File: src/rtl/alu_ctrl_pkg.sv
// -----------------------------------------------------------------------------
// alu_ctrl_pkg
// Shared types for the ALU sequencing controller.
//   STATE_W        : width of the state encoding / state_code LED bus
//   state_t        : controller states, encodings are visible on state_code
//   is_entry_wait  : true in the states where the controller waits for an
//                    operand B or opcode entry (the watchdog counts there)
// -----------------------------------------------------------------------------
package alu_ctrl_pkg;

  localparam int STATE_W = 3;

  typedef enum logic [2:0] {
    WAIT_A      = 3'd0,
    WAIT_B      = 3'd1,
    WAIT_OP     = 3'd2,
    COMPUTE     = 3'd3,
    SHOW_RESULT = 3'd4
  } state_t;

  function automatic logic is_entry_wait(input state_t s);
    return (s == WAIT_B) || (s == WAIT_OP);
  endfunction

endpackage

File: src/rtl/rise_edge_det.sv
// -----------------------------------------------------------------------------
// rise_edge_det
// One-flop rising-edge detector for an already synchronized level.
// Ports:
//   clk   : clock
//   rst_n : asynchronous active-low reset (flop clears to 0)
//   d     : synchronized input level
//   pulse : d & ~d_delayed, one cycle per rising edge of d
// -----------------------------------------------------------------------------
module rise_edge_det (
  input  logic clk,
  input  logic rst_n,
  input  logic d,
  output logic pulse
);

  logic q_r;

  // Delayed copy of the input level.
  always_ff @(posedge clk or negedge rst_n) begin
    if (!rst_n) begin
      q_r <= 1'b0;
    end else begin
      q_r <= d;
    end
  end

  assign pulse = d & ~q_r;

endmodule

File: src/rtl/alu_seq_ctrl.sv
// -----------------------------------------------------------------------------
// alu_seq_ctrl
// Walks the user through entering operand A, operand B and the opcode with a
// single enter button, then commits the ALU result/flags.
// Ports:
//   clk          : system clock, rising edge
//   reset        : asynchronous active-low reset
//   enter        : debounced, synchronized button level (rising edge = command)
//   clear        : synchronous abort, returns to WAIT_A, beats enter
//   load_A       : strobe to operand A register (same cycle as the enter edge)
//   load_B       : strobe to operand B register
//   load_Op      : strobe to opcode register
//   updateRes    : strobe to result/flags registers, the cycle after load_Op
//   state_code   : current state encoding (alu_ctrl_pkg::state_t)
//   result_valid : high while in SHOW_RESULT
//   timeout      : one-cycle pulse when the watchdog aborts an entry
// Build option:
//   ALU_SEQ_CTRL_TIMEOUT_EN : when defined, an entry left idle in WAIT_B or
//   WAIT_OP for TIMEOUT_CYCLES cycles is aborted back to WAIT_A. Otherwise
//   timeout is tied low and entry waits indefinitely.
// N is carried only to match the datapath parameter list.
// -----------------------------------------------------------------------------
module alu_seq_ctrl
  import alu_ctrl_pkg::*;
#(
  parameter int N              = 16,
  parameter int TIMEOUT_CYCLES = 100_000_000
) (
  input  logic               clk,
  input  logic               reset,
  input  logic               enter,
  input  logic               clear,
  output logic               load_A,
  output logic               load_B,
  output logic               load_Op,
  output logic               updateRes,
  output logic [STATE_W-1:0] state_code,
  output logic               result_valid,
  output logic               timeout
);

  // Elaboration-time guard on nonsensical parameter values.
  if (N < 1 || TIMEOUT_CYCLES < 2) begin : g_param_check
    $error("alu_seq_ctrl: N must be >= 1 and TIMEOUT_CYCLES >= 2");
  end

  state_t state_r;
  state_t state_nxt_s;
  logic   raw_pulse_s;
  logic   enter_pulse_s;
  logic   armed_r;
  logic   tmo_hit_s;
  logic   load_a_s;
  logic   load_b_s;
  logic   load_op_s;
  logic   update_s;
  logic   timeout_s;

  rise_edge_det u_enter_edge (
    .clk   (clk),
    .rst_n (reset),
    .d     (enter),
    .pulse (raw_pulse_s)
  );

  // Blocks the edge detector until its flop has sampled enter once after
  // reset; otherwise a button already held at release would look like an edge.
  always_ff @(posedge clk or negedge reset) begin
    if (!reset) begin
      armed_r <= 1'b0;
    end else begin
      armed_r <= 1'b1;
    end
  end

  assign enter_pulse_s = raw_pulse_s & armed_r;

`ifdef ALU_SEQ_CTRL_TIMEOUT_EN
  localparam int CNT_W = (TIMEOUT_CYCLES > 2) ? $clog2(TIMEOUT_CYCLES) : 1;

  logic [CNT_W-1:0] tmo_cnt_r;

  // Idle counter for the operand-B / opcode entry states; restarts on any
  // activity so only a genuinely idle entry can expire.
  always_ff @(posedge clk or negedge reset) begin
    if (!reset) begin
      tmo_cnt_r <= {CNT_W{1'b0}};
    end else if (clear || enter_pulse_s || (state_nxt_s != state_r) ||
                 !is_entry_wait(state_r)) begin
      tmo_cnt_r <= {CNT_W{1'b0}};
    end else begin
      tmo_cnt_r <= tmo_cnt_r + CNT_W'(1);
    end
  end

  assign tmo_hit_s = is_entry_wait(state_r) &&
                     (tmo_cnt_r == CNT_W'(TIMEOUT_CYCLES - 1));
`else
  assign tmo_hit_s = 1'b0;
`endif

  // State register.
  always_ff @(posedge clk or negedge reset) begin
    if (!reset) begin
      state_r <= WAIT_A;
    end else begin
      state_r <= state_nxt_s;
    end
  end

  // Next-state and strobe decode. Load strobes are Mealy so the datapath
  // captures data_in on the same edge the state advances; an enter edge in
  // the same cycle as a watchdog expiry takes precedence over the expiry.
  always_comb begin
    state_nxt_s = state_r;
    load_a_s    = 1'b0;
    load_b_s    = 1'b0;
    load_op_s   = 1'b0;
    update_s    = 1'b0;
    timeout_s   = 1'b0;
    if (clear) begin
      state_nxt_s = WAIT_A;
    end else begin
      case (state_r)
        WAIT_A: begin
          if (enter_pulse_s) begin
            load_a_s    = 1'b1;
            state_nxt_s = WAIT_B;
          end else begin
            state_nxt_s = WAIT_A;
          end
        end
        WAIT_B: begin
          if (enter_pulse_s) begin
            load_b_s    = 1'b1;
            state_nxt_s = WAIT_OP;
          end else if (tmo_hit_s) begin
            timeout_s   = 1'b1;
            state_nxt_s = WAIT_A;
          end else begin
            state_nxt_s = WAIT_B;
          end
        end
        WAIT_OP: begin
          if (enter_pulse_s) begin
            load_op_s   = 1'b1;
            state_nxt_s = COMPUTE;
          end else if (tmo_hit_s) begin
            timeout_s   = 1'b1;
            state_nxt_s = WAIT_A;
          end else begin
            state_nxt_s = WAIT_OP;
          end
        end
        COMPUTE: begin
          update_s    = 1'b1;
          state_nxt_s = SHOW_RESULT;
        end
        SHOW_RESULT: begin
          if (enter_pulse_s) begin
            state_nxt_s = WAIT_A;
          end else begin
            state_nxt_s = SHOW_RESULT;
          end
        end
        default: begin
          state_nxt_s = WAIT_A;
        end
      endcase
    end
  end

  assign load_A       = load_a_s;
  assign load_B       = load_b_s;
  assign load_Op      = load_op_s;
  assign updateRes    = update_s;
  assign timeout      = timeout_s;
  assign state_code   = state_r;
  assign result_valid = (state_r == SHOW_RESULT);

endmodule

File: config.mk
export PLATFORM = sky130hd
export DESIGN_NAME = alu_seq_ctrl
export DESIGN_NICKNAME = d
export VERILOG_FILES = /design/src/rtl/alu_ctrl_pkg.sv /design/src/rtl/rise_edge_det.sv /design/src/rtl/alu_seq_ctrl.sv
export SDC_FILE = /design/constraint.sdc
export NUM_CORES = 1
export LEC_CHECK = 0
export ABC_AREA = 1
export CAP_MARGIN = 20
export CORE_AREA = 2 2 39 41
export DETAILED_ROUTE_END_ITERATION = 8
export DIE_AREA = 0 0 41 43
export PLACE_DENSITY = 0.51
export SLEW_MARGIN = 15
export SYNTH_ARGS = -nofsm -noshare
export SYNTH_HDL_FRONTEND = slang
export SYNTH_SLANG_ARGS = --single-unit
File: constraint.sdc
create_clock -name clk -period 1.4 [get_ports clk]
set_clock_uncertainty 0.2 [all_clocks]
set_input_delay 0.14 -clock clk [delete_from_list [all_inputs] [get_ports clk]]
set_output_delay 0.14 -clock clk [all_outputs]
set_load 0.05 [all_outputs]
==> out/metrics.csv <==
stage,metric,value,unit
status,status,"complete, but fails checks",
status,violated checks,setup timing,
setup_path,"CP delay by family, top",flip-flops,
global_routing,aggregate global-route resource usage,11.37,%
drt,first-pass detailed-route iteration total,4,
global_routing,GR Overflow Total,0,
sta,final worst-path setup slack,-0.1528,ns
drt,number of design rule violations left after detail routing,0,
synthesis,post-synthesis net count,39,
drt,vias per cell,4.000,
final_layout,post-route design area,704.4,um2
floorplan,overall die height,43,um
sta,final clock period utilization by the worst path,110.9,%
global_routing,pin count of the biggest net entering global routing,6,
final_layout,fraction of final layout cells sized beyond drive strength 1,69.23,%
sta,final hold violation count,0,
drt,average wire length per cell after detail routing,9.309,um
placed_design,final weighted congestion in routability-driven placement,0.7681,
cts,clock transition time at the flip-flop clock pins of the worst setup and hold paths,0.04,ns
setup_path,Worst Path Max Fanout,4,
sta,setup repair after global routing missed its margin,yes,
floorplan,starting utilization of the core area,19.53,%
floorplan,floorplan core area,0.001384,mm2
sta,setup tns final,-0.7034,ns
setup_path,CP startpoint kind,flip-flop,
drt,drt first-iter violations,2,
global_routing,via count of the first global-routing pass,311,
pwr,pwr/cell area,582.1,mW/mm2
floorplan,I/O pins,13,
sta,final max-slew violation count,0,
synthesis,proportion of synthesized chip area in sequential cells,46.30,%
floorplan,Die Wd,41,um
setup_path,critical path arrival,1.21,ns
synthesis,post-synthesis adder-cell area fraction,0,%
pwr,switching fraction of total power,27.06,%
sta,final setup violation count,6,
final_layout,number of antenna repair diodes,0,
final_layout,fill cell total of the finished layout,128,
pwr,Overall Power,0.4101,mW
drt,DR vias,324,
placed_design,DPL Wire Length,552.2,um
setup_path,delay of the slowest critical-path stage,0.43,ns
cts,Clk Tree Root Cell,clkbuf_4,
sta,clock period minus worst slack,1.553,ns
cts,buffer levels on the longest clock path,2,
setup_path,critical path buffer and inverter count,1,
setup_path,critical setup path kind,reg2out,
hold_path,hold crit path type,in2reg,
cts,TritonCTS clock tree,yes,
synthesis,Gate Count Post-Synth,35,
global_routing,wire length of the first global-routing pass,1.248,mm
synthesis,share of the synthesized area in compound gates (AO/OA/AOI/OAI),5.093,%
synthesis,"Avg Cell Area, Syn",7.722,um2
placed_design,number of I/O port buffers,11,
global_routing,antenna violations before repair,0,
floorplan,die outline area,0.001763,mm2
cts,clock latency at the later pin of the worst-skew pair,0.24,ns
floorplan,Cell Rows,14,
pwr,peak supply drop,0.5026,mV
setup_path,crit end category,output pin,
pwr,leakage power of the design,0.3167,nW
synthesis,library cells used by synthesis,15,
setup_path,cell with the biggest individual delay on the critical path,dfrtp_2,
final_layout,nets@finish,70,
cts,sinks on the clock net,5,
final_layout,Area Growth Syn to Fin,160.6,%
synthesis,synthesized-area fraction occupied by and/or/nand/nor cells,34.72,%
synthesis,cell area after synthesis,270.3,um2
drt,count of nets left with antenna violations after detail routing,0,
pwr,clock power share,40.1,%
pwr,Switching Power,0.1110,mW
synthesis,portion of netlist area occupied by mux cells,0,%
pwr,share of total power in sequential cells,37.9,%
synthesis,xor and xnor fraction of the mapped netlist area,0,%
synthesis,main combinational cell family by area after synthesis,simple AND/OR/NAND/NOR gates,
placed_design,post-placement cell area,588.1,um2
sta,Max Fclk,0.6440,GHz
synthesis,flop and latch count out of synthesis,5,
pwr,combinational cell fraction of total power,21.9,%
drt,total routed wirelength,754,um
pwr,internal power consumption,0.2991,mW
synthesis,total of warnings raised by yosys,0,
cts,number of buffers created by CTS,3,
cts,H-Tree Depth,1,
run,number of max-cap violations,0,
setup_path,crit-path cells,nor2_1 > nand2_1 > nor3_4 > buf_12,
setup_path,required time at the endpoint of the critical path,1.06,ns
[registers in the layout, summed over array words and instances, names as in the netlist]
name              flops
state_code            3
u_enter_edge.q_r      1
armed_r               1
[final timing paths]
path                                         startpoint                         end  slack, ns  cells after the start
worst min register to register  state_code[0]$_DFF_PN0_     state_code[0]$_DFF_PN0_       0.48                      3
worst max register to register  state_code[1]$_DFF_PN0_     state_code[2]$_DFF_PN0_       0.08                      5
worst min-delay path                              enter  u_enter_edge.q_r$_DFF_PN0_       0.04                      1
max in group asynchronous                         reset     state_code[2]$_DFF_PN0_       0.35                      2
worst max-delay path            state_code[0]$_DFF_PN0_                      load_A      -0.15                      4
min in group asynchronous                         reset  u_enter_edge.q_r$_DFF_PN0_       0.46                      2
[cell type report]
class                      instances  area (um2)  share of cell area [%]
multi-input combinational         23       181.4                   25.75
sequential                         5       128.9                   18.29
inverter                           6       25.02                   3.552
clock buffer                       4       26.28                   3.730
tap                               16       20.02                   2.842
timing repair buffer              27       322.8                   45.83
[cell usage after synthesis, drive strengths merged]
library cell	n	area, um2
nor2	5	21.27
buf	1	7.510
inv	6	22.52
o21ai	1	5.000
nor3	3	20.02
a21oi	1	8.760
nand2	7	31.28
conb	2	7.510
nand3	3	15.01
dfrtp	5	125.1
nand4	1	6.260
[metal layers]
metal / part of all wire [%] / track usage, % / vias up
met5: 0 / 0 / -
met4: 3.1 / 10.00 / 0
met3: 4.4 / 3.141 / 2
met2: 56 / 16.88 / 9
met1: 36 / 12.33 / 147
li1: - / - / 166
[logic make-up (layout without fill, tap and decap cells)]
family / count (synthesis) / count (layout)
other: 2 / 2
flip-flops: 5 / 5
AND/OR/NAND/NOR: 19 / 19
AO/OA/AOI/OAI: 2 / 2
buffers and inverters: 7 / 37
[stage by stage]
step | setup slack, ns | instances | hold slack, ns | utilization [%]
6_report | -0.1528 | 81 | 0.04108 | 50.90
5_1_grt | -0.2135 | 81 | 0.04060 | 50.90
4_1_cts | -0.1674 | 78 | 0.02640 | 48.64
3_5_place_dp | -0.2113 | 69 | 0.1741 | 42.50
3_3_place_gp | -0.1886 | 69 | 0.1737 | 42.50
2_1_floorplan | -0.1752 | 35 | -0.3556 | -
[power by group through the flow]
stage | clock network, mW | logic, mW | registers [mW]
CTS | 0.173 | 0.0854 | 0.155
floorplan | 0 | 0.0311 | 0.164
detailed placement | 0 | 0.0790 | 0.156
global placement | 0 | 0.0782 | 0.156
finish | 0.165 | 0.0900 | 0.156
global route | 0.184 | 0.0963 | 0.156
[cell usage in the layout, fill, tap and decap left out, drive strengths merged]
cell type and count:
clkdlybuf4s50 2, dfrtp 5, inv 6, a21oi 1, nor2 5, dlygate4sd3 1
o21ai 1, dlygate4sd2 1, buf 23, nand2 7, nand3 3, conb 2
clkbuf 4, nand4 1, nor3 3
[timing repair]
action | 4_1_cts | 5_1_grt
hold buffers | 1 | 0
endpoints found under the setup margin | 5 | 6
buffers inserted | 4 | 3
pin swaps | 3 | 4
endpoints found under the hold margin | 5 | 0
gates resized for setup | 6 | 4
Power figures use the tool's default switching activity.
